`src/rtl/exec_cdb_arbiter.sv`:
```
// Round-robin arbiter sharing the single CDB writeback slot between NUM_REQ
// execute units, each fronted by a one-entry holding buffer with back-pressure.
module exec_cdb_arbiter #(
  parameter int NUM_REQ    = 4,
  parameter int ROBsize    = 32,
  parameter int ROBsizeLog = $clog2(ROBsize + 1),
  parameter int SRCW       = $clog2(NUM_REQ)
) (
  input  logic                          clk_i,
  input  logic                          reset_i,
  input  logic                          flush_i,
  input  logic                          cdbStall_i,
  input  logic [NUM_REQ-1:0]            valid_i,
  input  logic [NUM_REQ*ROBsizeLog-1:0] tag_i,
  input  logic [NUM_REQ*64-1:0]         val_i,
  input  logic [NUM_REQ*4-1:0]          flags_i,
  output logic [NUM_REQ-1:0]            canGo_o,
  output logic                          cdbValid_o,
  output logic [ROBsizeLog-1:0]         cdbTag_o,
  output logic [63:0]                   cdbVal_o,
  output logic [3:0]                    cdbFlags_o,
  output logic [SRCW-1:0]               cdbSrc_o
);

  logic [NUM_REQ-1:0]    held;
  logic [ROBsizeLog-1:0] hTag   [NUM_REQ];
  logic [63:0]           hVal   [NUM_REQ];
  logic [3:0]            hFlags [NUM_REQ];
  logic [SRCW-1:0]       rrPtr;

  logic [NUM_REQ-1:0]    grant;
  logic [NUM_REQ-1:0]    capture;
  logic                  found;
  logic [SRCW-1:0]       winner;
  logic [SRCW-1:0]       cand;
  logic [SRCW-1:0]       nextPtr;

  // Winner search starts at rrPtr and wraps; stall and flush suppress any grant.
  always_comb begin
    grant  = '0;
    found  = 1'b0;
    winner = '0;
    cand   = '0;
    if (!cdbStall_i && !flush_i) begin
      for (int k = 0; k < NUM_REQ; k++) begin
        cand = SRCW'((int'(rrPtr) + k) % NUM_REQ);
        if (!found && held[cand]) begin
          found  = 1'b1;
          winner = cand;
        end
      end
    end
    if (found) grant[winner] = 1'b1;
  end

  // A granted buffer frees this cycle, so its unit may refill back-to-back.
  assign canGo_o = flush_i ? '0 : (~held | grant);
  assign capture = valid_i & canGo_o;
  assign nextPtr = (winner == SRCW'(NUM_REQ - 1)) ? '0 : winner + 1'b1;

  // Stage boundary: holding buffers capture presented results.
  always_ff @(posedge clk_i) begin
    for (int i = 0; i < NUM_REQ; i++) begin
      if (capture[i]) begin
        hTag[i]   <= tag_i[i*ROBsizeLog +: ROBsizeLog];
        hVal[i]   <= val_i[i*64 +: 64];
        hFlags[i] <= flags_i[i*4 +: 4];
      end
    end
  end

  // Stage boundary: winning buffer is registered onto the CDB.
  always_ff @(posedge clk_i or posedge reset_i) begin
    if (reset_i) begin
      held       <= '0;
      rrPtr      <= '0;
      cdbValid_o <= 1'b0;
      cdbTag_o   <= '0;
      cdbVal_o   <= '0;
      cdbFlags_o <= '0;
      cdbSrc_o   <= '0;
    end else begin
      held       <= flush_i ? '0 : ((held & ~grant) | capture);
      cdbValid_o <= found;
      if (found) begin
        rrPtr      <= nextPtr;
        cdbTag_o   <= hTag[winner];
        cdbVal_o   <= hVal[winner];
        cdbFlags_o <= hFlags[winner];
        cdbSrc_o   <= winner;
      end
    end
  end

endmodule

```
`config.mk`:
```
export PLATFORM = sky130hd
export DESIGN_NAME = exec_cdb_arbiter
export DESIGN_NICKNAME = d
export VERILOG_FILES = /design/src/rtl/exec_cdb_arbiter.sv
export SDC_FILE = /design/constraint.sdc
export NUM_CORES = 1
export LEC_CHECK = 0
export CORE_UTILIZATION = 40
export DETAILED_ROUTE_END_ITERATION = 8
export PLACE_DENSITY = 0.72
export SYNTH_ARGS = -nofsm -noshare
export SYNTH_HDL_FRONTEND = slang
export SYNTH_SLANG_ARGS = --single-unit
```
`constraint.sdc`:
```
create_clock -name clk_i -period 11.1 [get_ports clk_i]
set_input_delay 2.22 -clock clk_i [delete_from_list [all_inputs] [get_ports clk_i]]
set_output_delay 2.22 -clock clk_i [all_outputs]
set_load 0.01 [all_outputs]
```
# Word level (Yosys, flattened, before mapping)
# Memory sizes are Yosys's and may differ from the RTL's. A register that Yosys moved wholly into a read port is not among the register bits.
# Index checks and enable logic that the tools add are counted.
op_classes:
  n_addsub: 4
  order_cmp: 6
  n_eq_ne: 1
  mux: 35
  n_bitwise: 6
  reduce_logical: 10
op_table:
  columns: ["op", "n"]
  rows:
  - ["$mux W1", 21]
  - ["$lt A2 B3 Y1 const B", 5]
  - ["$mux W2", 6]
  - ["$mux W4", 3]
  - ["$and A4 B4 Y4", 2]
  - ["$bmux W1 S2", 4]
  - ["$not A4 Y4", 2]
  - ["$or A4 B4 Y4", 2]
  - ["$logic_and A1 B1 Y1", 5]
  - ["$logic_not A1 Y1", 5]
  - ["$add A2 B1 Y2 const B", 2]
  - ["$add A2 B2 Y2 const B", 2]
  - ["$demux W1 S2", 1]
  - ["$eq A2 B2 Y1 const B", 1]
  - ["$ge A2 B1 Y1 const B", 1]
word_totals:
  register_bits: 9
  ram_bits: 296
  input_bits: 304
  output_inout_bits: 81
  word_cells: 69
  n_memories: 3
memory_table:
  columns: ["memory", "depth", "width", "rd", "rd_ports_with_merged_regs", "write_ports", "line_no", "source"]
  rows:
  - ["hVal", 4, 64, 1, 1, 4, "27", "logic [63:0] hVal [NUM_REQ];"]
  - ["hTag", 4, 6, 1, 1, 4, "26", "logic [ROBsizeLog-1:0] hTag [NUM_REQ];"]
  - ["hFlags", 4, 4, 1, 1, 4, "28", "logic [3:0] hFlags [NUM_REQ];"]

# Longest topological paths before layout
depth:
  ltp_word: 26
  mapped_depth: 11
  ltp_nobuf: 9

# Least setup slack after synthesis
# Ideal clock, no wire load.
synth_path:
  path_kind: "input to register"
  startpoint: "in flush_i"
  endpoint: "mem hFlags[2][0] (enable)"
  setup_ns: 0.440
  arrival_ns: 5.601
  required_ns: 10.660
  setup_slack_ns: 5.059
  path_stages: 11
  n_path_buf: 3
  cell_sequence: "buf_2 or3_1 buf_2 inv_2 nand2_1 buf_1 inv_1 ha_1 nand2b_1 a21oi_1 and2_1"
synth_rtl:
  columns: ["item", "line_no", "source"]
  rows:
  - ["start, declared", "11", "input logic flush_i,"]
  - ["end, declared", "28", null]

# Worst setup path after layout
layout_path:
  startpoint: "in flush_i"
  endpoint: "out canGo_o[0]"
layout_between:
  elab_cells_between_ends: 12
  cone_classes: "2 x order compare; 6 x mux; 1 x bitwise; 3 x reduce/logical"
layout_rtl:
  columns: ["item", "line_no", "source"]
  rows:
  - ["$logic_not A1 Y1", "44", "if (!cdbStall_i && !flush_i) begin"]
  - ["$logic_and A1 B1 Y1", "44", null]
  - ["$mux W1", "44", null]
  - ["net found", "33", "logic found;"]
  - ["$mux W4", "53", "if (found) grant[winner] = 1'b1;"]
  - ["$or A4 B4 Y4", "57", "assign canGo_o = flush_i ? '0 : (~held | grant);"]
  - ["$mux W4", "57", null]
  - ["end, declared", "17", "output logic [NUM_REQ-1:0] canGo_o,"]
# The timed path passes the listed nets, and every way through them passes these cells.

==> impl_metrics.toml <==
[run]
cap_violations = 0

[timing]
finClkSkew_ns = 0.01535
hold_viol = 0
grt_setup_unrepaired = "false"
setup_violations = 0
min_period_ns = 8.110
final_max_slew_viol_count = 0
timing.fmax_mhz = 123.3
maxSlewHeadroom = 0.1930
fin_crit_sh = 0.7306
worstMarginPinSlew_ns = 1.211
holdWs_ns = 0.4789
tns_ns = 0

[detailed_routing]
drt_pass1_iterations = 4
drc = 0
num_vias = 8352
vias_per_cell = 5.105
drt_wl_total_um = 35870
postRouteAntennaNets = 0
drtIter0Drc = 380
wl_per_cell_um = 21.92

[critical_path]
timing.rr.end = "hVal[1][36]"
reg2reg_from = "held[1]"
r2r_slack_ns = 6.48
worstPathCellList = "clkdlybuf4s50_1, or3_4, inv_2, nand2_4, ha_1, nand2b_1, a21oi_1, clkdlybuf4s50_1"
rr_worst_depth = 8
critPathCaptureType = "output pin"
required_ns = 8.88
crit_type = "input pin to output pin"
crit_top_cell = "clkdlybuf4s50_1"
cp-start-kind = "input pin"
cp_top_family = "simple AND/OR/NAND/NOR gates"
path_max_fanout = 79
arrival_ns = 5.89
slowest_delay_ns = 0.86
cp_slowest_cell = "or3_4"
path_buf_inv = 3

[global_route]
grt_max_degree = 80
overflow = 0
grt_first_pass_wirelength_um = 53990
track_usage = 0.2020
antenna_found_initial = 2
grt_pass1_vias = 9095

[floorplanning]
core_um2 = 33870
dieArea_um2 = 35510
die_h_um = 188.4
die_w_um = 188.4
num_rows = 67
io_pins = 385
initial_core_util = 0.4105

[power_and_ir_drop]
pwr-share-comb = 0.174
peakVddDrop_v = 0.0001080
clkPwrFrac = 0.343
switching_share = 0.2407
internal_power_mw = 2.729
seq_power_share = 0.483
switchingPower_mw = 0.8649
power_density_nw_per_um2 = 185.6
p_leak_nw = 7.508
total_power_mw = 3.594

[clock_tree]
cts_num_sinks = 379
holdBufCountCts = 0
clkLatencyLatePin_ns = 0.51
cts_tree = "yes"
postCtsResizedCells = 0
post_cts_buffers = 0
cts.path.max_buffers = 3
htreeDepth = 2
cts_buffers = 39
ctsRootBufferMaster = "clkbuf_16"
path_clk_slew_ns = 0.05

[finish]
syn_to_final_growth_pct = 39.31
mostFrequentLayoutCells = "clkdlybuf4s50_1, edfxtp_1, mux2i_1, dfrtp_1, nand2_1"
stdcell_area_um2 = 19370
nets = 1467
final_common_cell = "clkdlybuf4s50_1"
drive_gt1_frac = 0.05987

[logic_synthesis]
yosysWarnings = 0
synth_top_area_share = 0.6393
yosysTopAreaCell = "edfxtp_1"
yosysSeqAreaShare = 0.7887
synth_seq_cells = 379
avgSynthCellArea_um2 = 18.03
synth_cells = 771
synth.net_count = 1079
syn_area_um2 = 13900
ys_top_cells_by_area = "edfxtp_1, dfrtp_1, mux2i_1"
synth_cell_type_count = 26

[worst_hold_path]
min_from = "cdbSrc_o[0]"
hold-path-cell-count = 2
hp-class = "flip-flop to flip-flop"
hold_path_end = "cdbSrc_o[0]"

[placement]
dp_hpwl_um = 23130
gp_congestion = 0.8003
port_buffers = 384
dpl_cell_area_um2 = 18170

[outcome]
outcome = "finished, final reports clean"
==> stage by stage <==
step	setup WS [ns]	utilization	std cells
6_report	2.990	0.5719	1636
5_1_grt	2.703	0.5719	1636
4_1_cts	2.896	0.5717	1634
3_5_place_dp	2.883	0.5365	1566
3_3_place_gp	2.933	0.5365	1566
2_1_floorplan	5.059	-	771
==> final cells by class <==
type                       count  area (µm²)
timing repair buffer         389        3881
sequential                   379       10970
tap                          448       560.5
antenna                        2       5.005
multi-input combinational    346        2744
clock inverter                14       120.1
fill                        2602       14500
inverter                       4       20.02
clock buffer                  54        1072
==> routing by layer <==
layer  global-route usage  up-vias  part of all wire  wire length (µm)
met5                    0        -                 0                 0
met4              0.07444        0             0.034              1220
met3              0.04787       77             0.075              2690
met2               0.3520      342              0.50             18100
met1               0.2433     4144              0.39             13860
li1                     -     3789                 -                 -
==> state kept, by name, indices dropped and copies added (netlist names) <==
| signal | flops |
|---|---|
| hTag | 24 |
| cdbVal_o | 64 |
| cdbTag_o | 6 |
| cdbFlags_o | 4 |
| hFlags | 16 |
| held | 4 |
| hVal | 256 |
| cdbValid_o | 1 |
| rrPtr | 2 |
| cdbSrc_o | 2 |
==> synth_stat cells <==
cell type / number
inv_1: 2
buf_6: 5
nand2b_1: 7
clkbuf_1: 15
buf_1: 3
nor2_1: 8
nand3_1: 1
a221oi_1: 1
or3_1: 1
o221ai_1: 74
dfrtp_1: 83
mux2i_1: 148
edfxtp_1: 296
nor2b_1: 1
a21oi_1: 8
and2_1: 4
nand3b_1: 1
ha_1: 4
nor4_1: 1
nand2_1: 83
buf_2: 18
a21o_1: 2
nor2_4: 1
o21ai_0: 1
buf_4: 1
inv_2: 2
==> power by group through the flow <==
stage / Combinational, mW / Clock, mW / Sequential [mW]
2_1_floorplan: 0.232 / 0 / 1.79
3_5_place_dp: 0.634 / 0 / 1.76
4_1_cts: 0.636 / 1.26 / 1.74
5_1_grt: 0.668 / 1.31 / 1.75
3_3_place_gp: 0.620 / 0 / 1.76
6_report: 0.624 / 1.23 / 1.74
==> worst max-delay path by stage <==
| stage | from | to | slack, ns | depth (start not counted) |
|---|---|---|---|---|
| global route | flush_i | canGo_o[0] | 2.70 | 8 |
| finish | flush_i | canGo_o[0] | 2.99 | 8 |
| detailed placement | flush_i | canGo_o[0] | 2.88 | 8 |
| CTS | flush_i | canGo_o[0] | 2.90 | 8 |
| floorplan | flush_i | hFlags[2][0] | 5.06 | 11 |
| global placement | flush_i | canGo_o[1] | 2.93 | 8 |
==> worst register-to-register path, stage by stage (launching register included) <==
cell      delay (ns)
dfrtp_1         0.44
nor4_1          0.29
or3_4           0.85
inv_2           0.22
nand2_4         0.79
ha_1            0.31
nand2b_1        0.08
a21oi_1         0.20
and2_4          0.89
==> logic make-up (layout without fill, tap and decap cells) <==
family / after synthesis / count (layout) / synth area share
AO/OA/AOI/OAI: 86 / 86 / 0.05157
other: 0 / 2 / 0
AND/OR/NAND/NOR: 108 / 108 / 0.03258
buffers and inverters: 46 / 461 / 0.01701
multiplexers: 148 / 148 / 0.1066
adder cells (fa/ha/maj): 4 / 4 / 0.003600
flip-flops: 379 / 379 / 0.7887
(Power assumes the default switching activity.)
